`config.mk`:
```
export PLATFORM = sky130hd
export DESIGN_NAME = not_not_game_fsm
export DESIGN_NICKNAME = d
export VERILOG_FILES = /design/src/rtl/not_not_game_fsm.sv
export SDC_FILE = /design/constraint.sdc
export NUM_CORES = 1
export LEC_CHECK = 0
export ABC_CLOCK_PERIOD_IN_PS = 2500
export BUFFER_PORTS_ARGS = -buffer_cell sky130_fd_sc_hd__clkbuf_2
export CAP_MARGIN = 40
export CORE_ASPECT_RATIO = 2
export CORE_MARGIN = 2
export CORE_UTILIZATION = 45
export CTS_CLUSTER_SIZE = 20
export DETAILED_ROUTE_END_ITERATION = 12
export PLACE_DENSITY = 0.73
export REMOVE_ABC_BUFFERS = 1
export SLEW_MARGIN = 20
export SYNTH_ARGS = -nofsm -noshare
export SYNTH_HDL_FRONTEND = slang
export SYNTH_SLANG_ARGS = --single-unit
```
`constraint.sdc`:
```
create_clock -name clock -period 2.5 [get_ports clock]
set_clock_uncertainty 0.15 [all_clocks]
set_input_delay 0.375 -clock clock [delete_from_list [all_inputs] [get_ports clock]]
set_output_delay 0.375 -clock clock [all_outputs]
set_load 0.01 [all_outputs]
```
`src/rtl/not_not_game_fsm.sv`:
```
// Round sequencer for the Not Not game: starts rounds, advances the prompt LFSRs,
// times the player's response, judges key presses and keeps score / high score.
module not_not_game_fsm #(
    parameter int ROUND_CYCLES = 100_000_000,
    parameter int TIMER_W      = 27
) (
    input  logic       clock,
    input  logic       resetn,
    input  logic [3:0] key_n,
    input  logic [3:0] target,
    input  logic       done_draw,
    output logic       lfsr_enable,
    output logic       draw_start,
    output logic       draw_lose,
    output logic       playing,
    output logic [7:0] score,
    output logic [7:0] highscore,
    output logic [2:0] state
);

    localparam logic [2:0] S_IDLE  = 3'd0;
    localparam logic [2:0] S_NEXT  = 3'd1;
    localparam logic [2:0] S_LATCH = 3'd2;
    localparam logic [2:0] S_DRAW  = 3'd3;
    localparam logic [2:0] S_PLAY  = 3'd4;
    localparam logic [2:0] S_LOSE  = 3'd5;
    localparam logic [2:0] S_OVER  = 3'd6;

    localparam logic [TIMER_W-1:0] TIMER_LAST = TIMER_W'(ROUND_CYCLES - 1);

    logic [2:0]         state_q, state_d;
    logic [3:0]         key_prev_q, key_prev_d;
    logic [3:0]         target_q, target_d;
    logic [TIMER_W-1:0] timer_q, timer_d;
    logic [7:0]         score_q, score_d;
    logic [7:0]         highscore_q, highscore_d;
    logic               draw_start_q, draw_start_d;
    logic               draw_lose_q, draw_lose_d;

    logic [3:0] down;
    logic [3:0] press;
    logic       press_any;
    logic       press_wrong;
    logic       timeout;
    logic [7:0] score_inc;
    logic       round_won;
    logic       round_lost;

    // A key counts once, on the cycle it goes down.
    assign down        = ~key_n;
    assign press       = down & ~key_prev_q;
    assign press_any   = (press != 4'b0000);
    assign press_wrong = ((press & ~target_q) != 4'b0000);
    assign timeout     = (timer_q == TIMER_LAST);
    assign score_inc   = (score_q == 8'hFF) ? 8'hFF : score_q + 8'd1;

    always_comb begin
        // NOTE: every signal assigned here gets a default first, so no path can infer a latch.
        state_d      = state_q;
        key_prev_d   = down;
        target_d     = target_q;
        timer_d      = timer_q;
        score_d      = score_q;
        highscore_d  = highscore_q;
        draw_start_d = 1'b0;
        draw_lose_d  = 1'b0;
        round_won    = 1'b0;
        round_lost   = 1'b0;

        case (state_q)
            S_IDLE, S_OVER: begin
                if (press_any) begin
                    state_d = S_NEXT;
                    score_d = 8'd0;
                end
            end
            S_NEXT: state_d = S_LATCH;
            S_LATCH: begin
                target_d     = target;
                state_d      = S_DRAW;
                draw_start_d = 1'b1;
            end
            S_DRAW: begin
                if (done_draw) begin
                    state_d = S_PLAY;
                    timer_d = '0;
                end
            end
            S_PLAY: begin
                timer_d = timer_q + TIMER_W'(1);
                // A press always beats the timeout, even in the last cycle of the window.
                if (press_any) begin
                    round_won  = !press_wrong;
                    round_lost = press_wrong;
                end else if (timeout) begin
                    round_won  = (target_q == 4'b0000);
                    round_lost = (target_q != 4'b0000);
                end
                if (round_won) begin
                    state_d = S_NEXT;
                    score_d = score_inc;
                    if (score_inc > highscore_q) highscore_d = score_inc;
                end else if (round_lost) begin
                    state_d     = S_LOSE;
                    draw_lose_d = 1'b1;
                end
            end
            S_LOSE: begin
                if (done_draw) state_d = S_OVER;
            end
            default: state_d = S_IDLE;
        endcase
    end

    always_ff @(posedge clock) begin
        // NOTE: sequential state uses non-blocking assignments so all flops update together.
        if (!resetn) begin
            state_q      <= S_IDLE;
            key_prev_q   <= 4'b0000;
            target_q     <= 4'b0000;
            timer_q      <= '0;
            score_q      <= 8'd0;
            highscore_q  <= 8'd0;
            draw_start_q <= 1'b0;
            draw_lose_q  <= 1'b0;
        end else begin
            state_q      <= state_d;
            key_prev_q   <= key_prev_d;
            target_q     <= target_d;
            timer_q      <= timer_d;
            score_q      <= score_d;
            highscore_q  <= highscore_d;
            draw_start_q <= draw_start_d;
            draw_lose_q  <= draw_lose_d;
        end
    end

    assign lfsr_enable = (state_q == S_NEXT);
    assign playing     = (state_q == S_PLAY);
    assign draw_start  = draw_start_q;
    assign draw_lose   = draw_lose_q;
    assign score       = score_q;
    assign highscore   = highscore_q;
    assign state       = state_q;

endmodule

```
==> impl_metrics.yaml <==
die:
  ios: 34
  rows: 42
  die_w_um: 62.38
  die-area_um2: 7531
  die_h_um: 120.7
  coreArea_um2: 6621
  start_util_pct: 46.32
logic_synthesis:
  post_synth.cell_area_avg_um2: 8.244
  synth_top_area_share_pct: 36.56
  synthMuxAreaShare_pct: 5.018
  synth_area_leader_cell: "dfxtp_1"
  synth_compound_area_share_pct: 19.79
  synthArstFlopShare_pct: 0
  synth_top_family_by_area: "simple AND/OR/NAND/NOR gates"
  synthTopCellsByCount: "dfxtp_1, nand2_1, a21oi_1"
  ys_ff_latch: 56
  synth_fa_ha_area_share_pct: 4.080
  yosys.area_share.simple_pct: 29.62
  synth.distinct_cells: 52
  synthCells: 372
  synth_area_leaders: "dfxtp_1, a21oi_1, nand2_1, ha_1, mux2i_1"
  yosysMostFrequentCell: "dfxtp_1"
  synth_xor_area_share_pct: 0.2856
  synth_edf_count: 0
  synth-warning-count: 0
  synth_area_um2: 3067
  ys.flop_type: "dfxtp_1"
  yosysSeqAreaShare_pct: 36.56
cts:
  clock_sinks: 56
  cts-root-buf: "clkbuf_16"
  clkTransAtPathRegs_ns: 0.07
  cts_buffers: 5
  clk_path_buf_depth: 2
  cts_max_level: 2
  clock_latency_ns: 0.30
  cts_tree: "built"
global_route:
  track_usage_pct: 22.32
  antenna_found_initial: 0
  overflow: 0
  grt_max_degree: 34
  grt_pass1_vias: 2995
  grt_pass1_wl_mm: 13.41
worst_setup_path:
  worst-r2r-setup-slack_ns: -0.11
  cp_max_fo: 8
  reg2reg_to: "highscore[1]"
  cp.required_ns: 2.58
  worstSetupEndpointType: "flip-flop"
  worst_ep_arrival_time_ns: 2.69
  worstSetupPathType: "flip-flop to flip-flop"
  timing.rr.start: "score[1]"
  cp-start-kind: "flip-flop"
  reg2regPathDepth: 11
placement:
  pre_cts_ws_ns: -0.2826
  portBuffers: 33
  place_congestion: 0.8832
  placed_area_um2: 3542
  dp_hpwl_mm: 6.007
  dp_cells: 508
sta:
  period_minus_slack_ns: 2.608
  hold_viol_final: 0
  finalSetupViolCount: 8
  worst_slack_ns: -0.1080
  worst_pin_slew_ns: 0.5805
  drv_slew: 0
  slew_headroom_pct: 60.75
  worst_hold_slack_ns: 0.1128
  period_share_pct: 104.3
  max_freq_mhz: 383.4
  tns_ns: -0.7661
  rsz0062_at_grt: "true"
detailed_routing:
  drc_errors: 0
  drtIter0Drc: 121
  ant_nets: 0
  wl_mm: 8.323
  viasPerCell: 5.907
  wl_per_cell_um: 16.07
  dr_total_vias: 3060
  drt-pass1-iter-count: 4
run:
  maxCapViolCount: 0
final_layout:
  regArea_um2: 1127
  drive_gt1_share_pct: 26.51
  nNetsFinal: 450
  area_delta_synth_final_pct: 24.68
  antennaDiodeCount: 0
  num-fill-cells: 618
  multi_input_area_um2: 1892
  final_cells: 518
  fin_area_um2: 3824
worst_hold_path:
  hold-path-cell-count: 2
  holdCritPathClass: "input pin to flip-flop"
  min_from: "key_n[3]"
  min_to: "key_prev_q[3]"
outcome:
  outcome: "finished, violations left"
  violations: "setup timing"
power:
  p_leak_nw: 1.527
  peakVddDrop_uv: 278.9
  p_per_area_nw_per_um2: 494.1
[kinds of logic (layout without fill, tap and decap cells)]
| group | count (synthesis) | after routing |
|---|---|---|
| compound gates | 94 | 94 |
| xor+xnor | 1 | 1 |
| fa+ha+maj | 10 | 10 |
| buf+inv | 36 | 94 |
| flops | 56 | 56 |
| mux | 15 | 15 |
| simple gates | 160 | 160 |
[layer usage]
layer / vias up / part of all wire [%] / global-route usage [%] / routed length [um]
li1: 1485 / - / - / -
met1: 1459 / 36 / 21.17 / 3027
met2: 88 / 57 / 44.29 / 4710
met3: 28 / 3.3 / 2.977 / 276
met4: 0 / 3.7 / 13.19 / 308
met5: - / 0 / 0 / 0
[layout by cell type (no fill, tap or decap), drive strengths merged, types with 3 or more instances in the layout]
| cell type | synthesis | layout |
|---|---|---|
| clkbuf | 20 | 38 |
| o221a | 3 | 3 |
| nand4 | 9 | 9 |
| mux2 | 3 | 3 |
| nor2b | 3 | 3 |
| inv | 13 | 13 |
| o211ai | 9 | 9 |
| a211oi | 3 | 3 |
| o311ai | 3 | 3 |
| or4 | 3 | 3 |
| nor4 | 3 | 3 |
| nand3 | 22 | 22 |
| nand2 | 42 | 42 |
| mux2i | 12 | 12 |
| and3 | 6 | 6 |
| ha | 10 | 10 |
| o21ai | 16 | 16 |
| nor2 | 18 | 18 |
| buf | 2 | 39 |
| and4 | 8 | 8 |
| or3 | 5 | 5 |
| nand2b | 7 | 7 |
| and2 | 10 | 10 |
| nand4b | 7 | 7 |
| a21oi | 36 | 36 |
| dfxtp | 56 | 56 |
| a21boi | 3 | 3 |
| a31oi | 5 | 5 |
| nor3 | 10 | 10 |
[through the flow]
stage	total power, mW	utilization, %
3_5_place_dp	1.104	53.50
4_1_cts	1.908	57.18
5_1_grt	1.958	57.75
2_1_floorplan	1.023	-
6_report	1.889	57.75
3_3_place_gp	1.102	53.50
[worst max-delay path by stage]
stage / slack [ns] / cells past startpoint / end / startpoint
final: -0.11 / 11 / highscore[1] / score[1]
after detailed placement: -0.28 / 11 / highscore[1] / score[0]
after global placement: -0.17 / 11 / highscore[0] / score[0]
after floorplan: -0.18 / 10 / highscore[0] / score[0]
after CTS: -0.005 / 11 / highscore[1] / score[1]
after global routing: -0.19 / 11 / highscore[2] / score[1]
[critical path, stage by stage (launching register included)]
cell,delay [ns]
dfxtp_2,0.36
ha_4,0.15
and4_4,0.28
a21oi_2,0.07
a31oi_2,0.23
ha_1,0.22
nand4_1,0.19
a31oi_2,0.27
a211oi_2,0.08
a211oi_4,0.20
buf_12,0.17
mux2i_1,0.18
[power by group]
| part | internal [mW] | switching (mW) |
|---|---|---|
| registers | 0.904 | 0.0101 |
| clock network | 0.471 | 0.334 |
| logic | 0.0651 | 0.104 |
| total | 1.44 | 0.449 |
[what timing repair did]
| item | 4_1_cts | 5_1_grt |
|---|---|---|
| gates resized for setup | 19 | 7 |
| buffers inserted | 1 | 2 |
| endpoints found under the setup margin | 8 | 8 |
| pin swaps | 9 | 4 |
| hold buffers | 0 | 0 |
[area by class of cell]
class                           instances  area share [%]
Timing Repair Buffer                   72           12.40
Tap cell                               88           2.880
Clock inverter                          3           1.113
Inverter                               14           1.374
Clock buffer                            5           3.272
Multi-Input combinational cell        280           49.48
Sequential cell                        56           29.48
[state kept, by name (all words and copies together) (netlist names)]
signal	count
timer_q	27
draw_start	1
target_q	4
key_prev_q	4
draw_lose	1
state	3
score	8
highscore	8
Note: power is estimated with default switching activity, not from simulation.
